`config.mk`:
```
export PLATFORM = sky130hd
export DESIGN_NAME = id_ex_reg
export DESIGN_NICKNAME = d
export VERILOG_FILES = /design/src/rtl/id_ex_reg.sv
export SDC_FILE = /design/constraint.sdc
export NUM_CORES = 1
export LEC_CHECK = 0
export CORE_ASPECT_RATIO = 1.1
export CORE_MARGIN = 4
export CORE_UTILIZATION = 45
export CTS_BUF_LIST = sky130_fd_sc_hd__clkbuf_4 sky130_fd_sc_hd__clkbuf_8
export DETAILED_ROUTE_END_ITERATION = 10
export GPL_TIMING_DRIVEN = 0
export PLACE_DENSITY_LB_ADDON = 0.08
export SETUP_SLACK_MARGIN = 0.5
export SLEW_MARGIN = 20
export SYNTH_ARGS = -nofsm -noshare
export SYNTH_HDL_FRONTEND = slang
export SYNTH_SLANG_ARGS = --single-unit
```
`constraint.sdc`:
```
create_clock -name clk -period 21.9 [get_ports clk]
set_input_delay 4.38 -clock clk [delete_from_list [all_inputs] [get_ports clk]]
set_output_delay 4.38 -clock clk [all_outputs]
set_load 0.02 [all_outputs]
```
`src/rtl/id_ex_reg.sv`:
```
// ID/EX pipeline register built as a two-entry skid buffer (main + skid) with flush/hold handling.
// Optional build macro: ID_EX_PERF_CNT_EN adds saturating bubble/stall performance counters.
module id_ex_reg (
    input  logic        clk,
    input  logic        rst,
    input  logic        flush_i,
    input  logic        hold_i,
    input  logic        id_valid_i,
    output logic        id_ready_o,
    input  logic [31:0] id_inst_i,
    input  logic [63:0] id_inst_addr_i,
    input  logic [63:0] id_op1_i,
    input  logic [63:0] id_op2_i,
    input  logic        id_reg_we_i,
    input  logic [4:0]  id_reg_waddr_i,
    input  logic        id_csr_we_i,
    input  logic [11:0] id_csr_waddr_i,
    output logic        ex_valid_o,
    input  logic        ex_ready_i,
    output logic [31:0] ex_inst_o,
    output logic [63:0] ex_inst_addr_o,
    output logic [63:0] ex_op1_o,
    output logic [63:0] ex_op2_o,
    output logic        ex_reg_we_o,
    output logic [4:0]  ex_reg_waddr_o,
    output logic        ex_csr_we_o,
    output logic [11:0] ex_csr_waddr_o
`ifdef ID_EX_PERF_CNT_EN
    ,
    output logic [31:0] bubble_cnt_o,
    output logic [31:0] stall_cnt_o
`endif
);

    typedef struct packed {
        logic [31:0] inst;
        logic [63:0] inst_addr;
        logic [63:0] op1;
        logic [63:0] op2;
        logic        reg_we;
        logic [4:0]  reg_waddr;
        logic        csr_we;
        logic [11:0] csr_waddr;
    } beat_t;

    beat_t in_beat;
    beat_t main_q;
    beat_t skid_q;
    logic  main_vld;
    logic  skid_vld;

    logic accept;
    logic pop;
    logic pop_eff;
    logic main_ld;
    logic main_from_skid;
    logic skid_ld;
    logic main_vld_n;
    logic skid_vld_n;

    assign in_beat = '{
        inst:      id_inst_i,
        inst_addr: id_inst_addr_i,
        op1:       id_op1_i,
        op2:       id_op2_i,
        reg_we:    id_reg_we_i,
        reg_waddr: id_reg_waddr_i,
        csr_we:    id_csr_we_i,
        csr_waddr: id_csr_waddr_i
    };

    // Ready comes straight from the skid flop, so ex_ready_i never reaches id_ready_o.
    assign id_ready_o = ~skid_vld;

    assign accept  = id_valid_i & ~hold_i & id_ready_o & ~flush_i;
    assign pop     = main_vld & ex_ready_i;
    assign pop_eff = pop & ~flush_i;

    assign main_from_skid = pop_eff & skid_vld;
    assign main_ld        = accept & (~main_vld | (pop_eff & ~skid_vld));
    assign skid_ld        = accept & ~main_ld;

    always_comb begin
        main_vld_n = main_vld;
        skid_vld_n = skid_vld;
        if (flush_i) begin
            main_vld_n = 1'b0;
            skid_vld_n = 1'b0;
        end else begin
            main_vld_n = main_ld | main_from_skid | (main_vld & ~pop_eff);
            skid_vld_n = skid_ld | (skid_vld & ~pop_eff);
        end
    end

    always_ff @(posedge clk or posedge rst) begin
        if (rst) begin
            main_vld <= 1'b0;
            skid_vld <= 1'b0;
        end else begin
            main_vld <= main_vld_n;
            skid_vld <= skid_vld_n;
        end
    end

    // Payload flops only load when their entry is written; bubbles leave them untouched.
    always_ff @(posedge clk or posedge rst) begin
        if (rst) begin
            main_q <= '0;
        end else if (main_from_skid) begin
            main_q <= skid_q;
        end else if (main_ld) begin
            main_q <= in_beat;
        end
    end

    always_ff @(posedge clk or posedge rst) begin
        if (rst) begin
            skid_q <= '0;
        end else if (skid_ld) begin
            skid_q <= in_beat;
        end
    end

    assign ex_valid_o     = main_vld;
    assign ex_inst_o      = main_q.inst;
    assign ex_inst_addr_o = main_q.inst_addr;
    assign ex_op1_o       = main_q.op1;
    assign ex_op2_o       = main_q.op2;
    assign ex_reg_waddr_o = main_q.reg_waddr;
    assign ex_csr_waddr_o = main_q.csr_waddr;
    // x0 is hardwired zero, so a write to it is never forwarded.
    assign ex_reg_we_o    = main_vld & main_q.reg_we & (main_q.reg_waddr != 5'd0);
    assign ex_csr_we_o    = main_vld & main_q.csr_we;

`ifdef ID_EX_PERF_CNT_EN
    logic [31:0] bubble_cnt;
    logic [31:0] stall_cnt;

    always_ff @(posedge clk or posedge rst) begin
        if (rst) begin
            bubble_cnt <= '0;
            stall_cnt  <= '0;
        end else begin
            if (ex_ready_i && !ex_valid_o && (bubble_cnt != '1))
                bubble_cnt <= bubble_cnt + 32'd1;
            if (id_valid_i && !id_ready_o && (stall_cnt != '1))
                stall_cnt <= stall_cnt + 32'd1;
        end
    end

    assign bubble_cnt_o = bubble_cnt;
    assign stall_cnt_o  = stall_cnt;
`endif

endmodule

```
* Word-level counts from Yosys, hierarchy flattened
Index checks and enable logic that the tools add are counted.
Operators by class: multiplexer cells 4, bitwise logic cells 24, reduce and logical (&&, ||, !) cells 2
Operators with widths (count):
- 2-to-1 mux 243 bit | 2
- AND 1 bit | 14
- NOT 1 bit | 6
- nonzero test 5 bit | 1
- OR 1 bit | 4
- 2-to-1 mux 1 bit | 2
- nonzero test 2 bit | 1
Storage, ports and cells: register bits after elaboration 488, output and inout port bits 245, input port bits 249

* Longest topological paths before layout
depth in word-level cells 9, depth in mapped cells 6

* Least setup slack after synthesis
Ideal clock, no wire load.
path type input -> register, from in hold_i, to reg skid_q[100] (netlist bit), arrival time 5.937 ns, path slack 15.838 ns, stages 6, cells stage by stage or3b_1 > or4b_1 > buf_2 > buf_6 > buf_6 > mux2_4
Between the ends: cells in the longest elaborated chain, start to end 7
RTL lines:
- start: declaration | line 7 | input logic hold_i,
- NOT 1 bit (*) | line 75 | assign accept = id_valid_i & ~hold_i & id_ready_o & ~flush_i;
- AND 1 bit (*) (3 in a row) | line 75
- AND 1 bit | line 80 | assign main_ld = accept & (~main_vld | (pop_eff & ~skid_vld));
- NOT 1 bit | line 81 | assign skid_ld = accept & ~main_ld;
- AND 1 bit (*) | line 81
- end signal: assignment | line 120 | skid_q <= in_beat;
- end: declaration | line 48 | beat_t skid_q;
Every way passes the cells marked *; elsewhere a longest branch is shown, timed or not. A chain may end at the register's enable or synchronous reset.

* Final worst setup path
from in flush_i, to reg main_q (netlist bit ex_op1_o[12])
Between the ends: cells in the longest elaborated chain, start to end 6, elaborated cells between the ends (all ways) 9, classes of those cells mux (1); bitwise (7); reduce/logical (1)
RTL lines:
- start: declaration | line 6 | input logic flush_i,
- NOT 1 bit (*) | line 75, 77
- AND 1 bit | line 77 | assign pop_eff = pop & ~flush_i;
- AND 1 bit | line 80
- OR 1 bit | line 80
- AND 1 bit | line 80
- nonzero test 2 bit (no line)
- end signal: assignment | line 110 | main_q <= skid_q;
- end signal: assignment | line 112 | main_q <= in_beat;
- end: declaration | line 47 | beat_t main_q;
Marks and branches as above.

==> flow_summary.yaml <==
status:
  outcome: "complete, no violations"
clock_tree:
  clkSinkCount: 488
  post_cts_resized: 0
  cts_buffers: 84
  cts_tree: "done"
  clk_latency_ns: 0.64
  postCtsHoldBufs: 0
  clockBufferDepth: 3
  cts_htree_levels: 3
  cts-root-buf: "clkbuf_8"
  cts_setup_buffers: 0
  clk_pin_slew_ns: 0.06
critical_path:
  cp.arrival_ns: 7.50
  worst_setup_path_end_kind: "flip-flop"
  worstPathRequired_ns: 22.40
  reg2reg_depth: 6
  crit_slowest_cell: "clkbuf_1"
  r2r_setup_slack_ns: 18.79
  crit_end: "ex_op1_o[12]"
  reg2reg_from: "ex_valid_o"
  cp-start-kind: "input port"
  cpMostUsedCell: "clkbuf_1"
  cpPeakStageDelay_ns: 0.65
  r2r-end: "ex_op1_o[12]"
  cp-startpoint: "flush_i"
  path_cells: "clkdlybuf4s50_1 -> nand4b_1 -> clkbuf_1 -> clkbuf_1 -> clkbuf_1 -> mux2_2 -> mux2_2"
  path_class: "in -> reg"
  crit_fanout: 10
yosys:
  yosysTopAreaCell: "dfrtp_1"
  ys_ff_latch: 488
  yosysWarnings: 0
  synth-seq-area-share_pct: 52.09
  avgSynthCellArea_um2: 15.07
  synth.distinct_cells: 20
  syn_nets: 1805
  synth_cells: 1556
  syn_area_um2: 23440
  synth_ff_type: "dfrtp_1"
  synth_top_area_share_pct: 52.09
  netlist_top_cells_area: "dfrtp_1 52%, mux2_2 27%, mux2_4 10%"
  synth-edff-count: 0
  async_flop_share_pct: 100.0
detailed_routing:
  ant_nets: 0
  dr.pass1.iters: 6
  vias_per_cell: 4.843
  routed_wl_mm: 58.96
  route.detailed.drc: 0
  drtIter0Drc: 472
  wire_per_inst_um: 20.41
  via_count: 13990
grt:
  overflow: 0
  grt_pass1_vias: 15550
  grt_pass1_wl_mm: 90.51
  grt_use_total_pct: 20.91
  antenna_found_initial: 23
  grt_max_degree: 90
floorplan:
  die_y_um: 247.4
  rows: 87
  die_x_um: 225.6
  num_io_pins: 494
  die-area_um2: 55820
  start_util_pct: 45.63
  core_um2: 51380
placed_design:
  pre_cts_ws_ns: 14.15
  dpl.hpwl_mm: 42.64
  io_buffer_count: 493
  gp_congestion: 0.7555
timing:
  final_hold_viol_count: 0
  fin_ws_ns: 14.91
  grt_setup_unrepaired: "false"
  tns_ns: 0
  max_freq_ghz: 0.1430
  relSlewSlack_pct: 43.42
  tightest_slew_ns: 0.8487
  period_minus_slack_ns: 6.993
  period_share_pct: 31.93
  drv_slew: 0
  setup_viol: 0
  fin_skew_ns: 0.01649
cells_and_area:
  finalNetCount: 2389
  final_cell_mix: "570 x mux2_2, 493 x clkdlybuf4s50_1, 488 x dfrtp_1"
  drive_above_1_share_pct: 53.92
  final_common_cell: "mux2_2"
  area_growth_syn_to_layout_pct: 33.19
pwr:
  p_leak_nw: 14.47
  powerDensity_nw_per_um2: 90.66
  max-vdd-ir-drop_mv: 0.06625
job:
  maxCapViolCount: 0
hold_path:
  hold_class: "reg -> reg"
logic make-up after synthesis:
logic type             after synthesis  synth area share, %
multiplexers                       729                37.56
flip-flops                         488                52.09
buffers and inverters              324                9.846
AND/OR/NAND/NOR                     10               0.2829
AO/OA/AOI/OAI                        5               0.2241
worst max-delay path, delay by kind of cell:
family | cells | cell delay, ns
AND/OR/NAND/NOR | 1 | 0.14
buffers and inverters | 4 | 2.29
multiplexers | 2 | 0.68
stage by stage:
step	hold WS [ns]	area, µm²	total power [mW]	std cells	util (%)
detailed placement	0.4904	29360	1.969	2721	57.14
CTS	0.5064	31190	2.875	2874	60.71
global placement	0.4825	29210	1.950	2716	56.86
global route	0.5140	31220	2.975	2885	60.76
finish	0.4995	31230	2.831	2888	60.78
floorplan	0.4728	23450	1.637	1556	-
synthesized netlist by cell type, types with 2 or more instances:
library cell	instances
buf_2	42
dfrtp_1	488
buf_6	18
nor2b_1	2
clkbuf_1	20
mux2_4	159
mux2_2	570
buf_4	241
inv_1	3
a21oi_1	2
nand2_1	2
area by class of cell:
cell class,count,area (µm²)
fill,4157,20150
sequential,488,12210
multi-input combinational,744,8925
timing repair buffer,498,5072
buffer,321,2297
clock buffer,142,1767
tap,667,834.6
clock inverter,11,66.31
antenna,14,35.03
inverter,3,18.77
routing by layer:
metal,share of wire [%],global-route usage (%),wire length [µm]
met3,7.7,7.440,4532
met2,50,34.81,29300
met1,40,25.06,23520
met5,0.18,0,104
met4,2.5,7.910,1499
report_power, final:
group,switching (mW),total [mW],internal (mW)
sequential,0.0874,1.16,1.07
clock,0.376,0.884,0.508
combinational,0.306,0.789,0.483
total,0.770,2.83,2.06
worst min-delay path by stage:
stage,cells after the start,to,from,slack [ns]
finish,1,skid_q[197],skid_q[197],0.50
global route,1,skid_q[48],skid_q[48],0.51
CTS,1,skid_q[140],skid_q[140],0.51
detailed placement,1,skid_q[95],skid_q[95],0.49
global placement,1,skid_q[122],skid_q[122],0.48
floorplan,1,main_q[12],main_q[12],0.47
state kept, by name (all words and copies together), names as in the netlist:
signal	count
skid_vld	1
ex_op1_o	64
ex_valid_o	1
ex_csr_waddr_o	12
skid_q	243
ex_inst_o	32
main_q	2
ex_inst_addr_o	64
ex_reg_waddr_o	5
ex_op2_o	64
No activity file was read; power rests on OpenSTA's default activity.
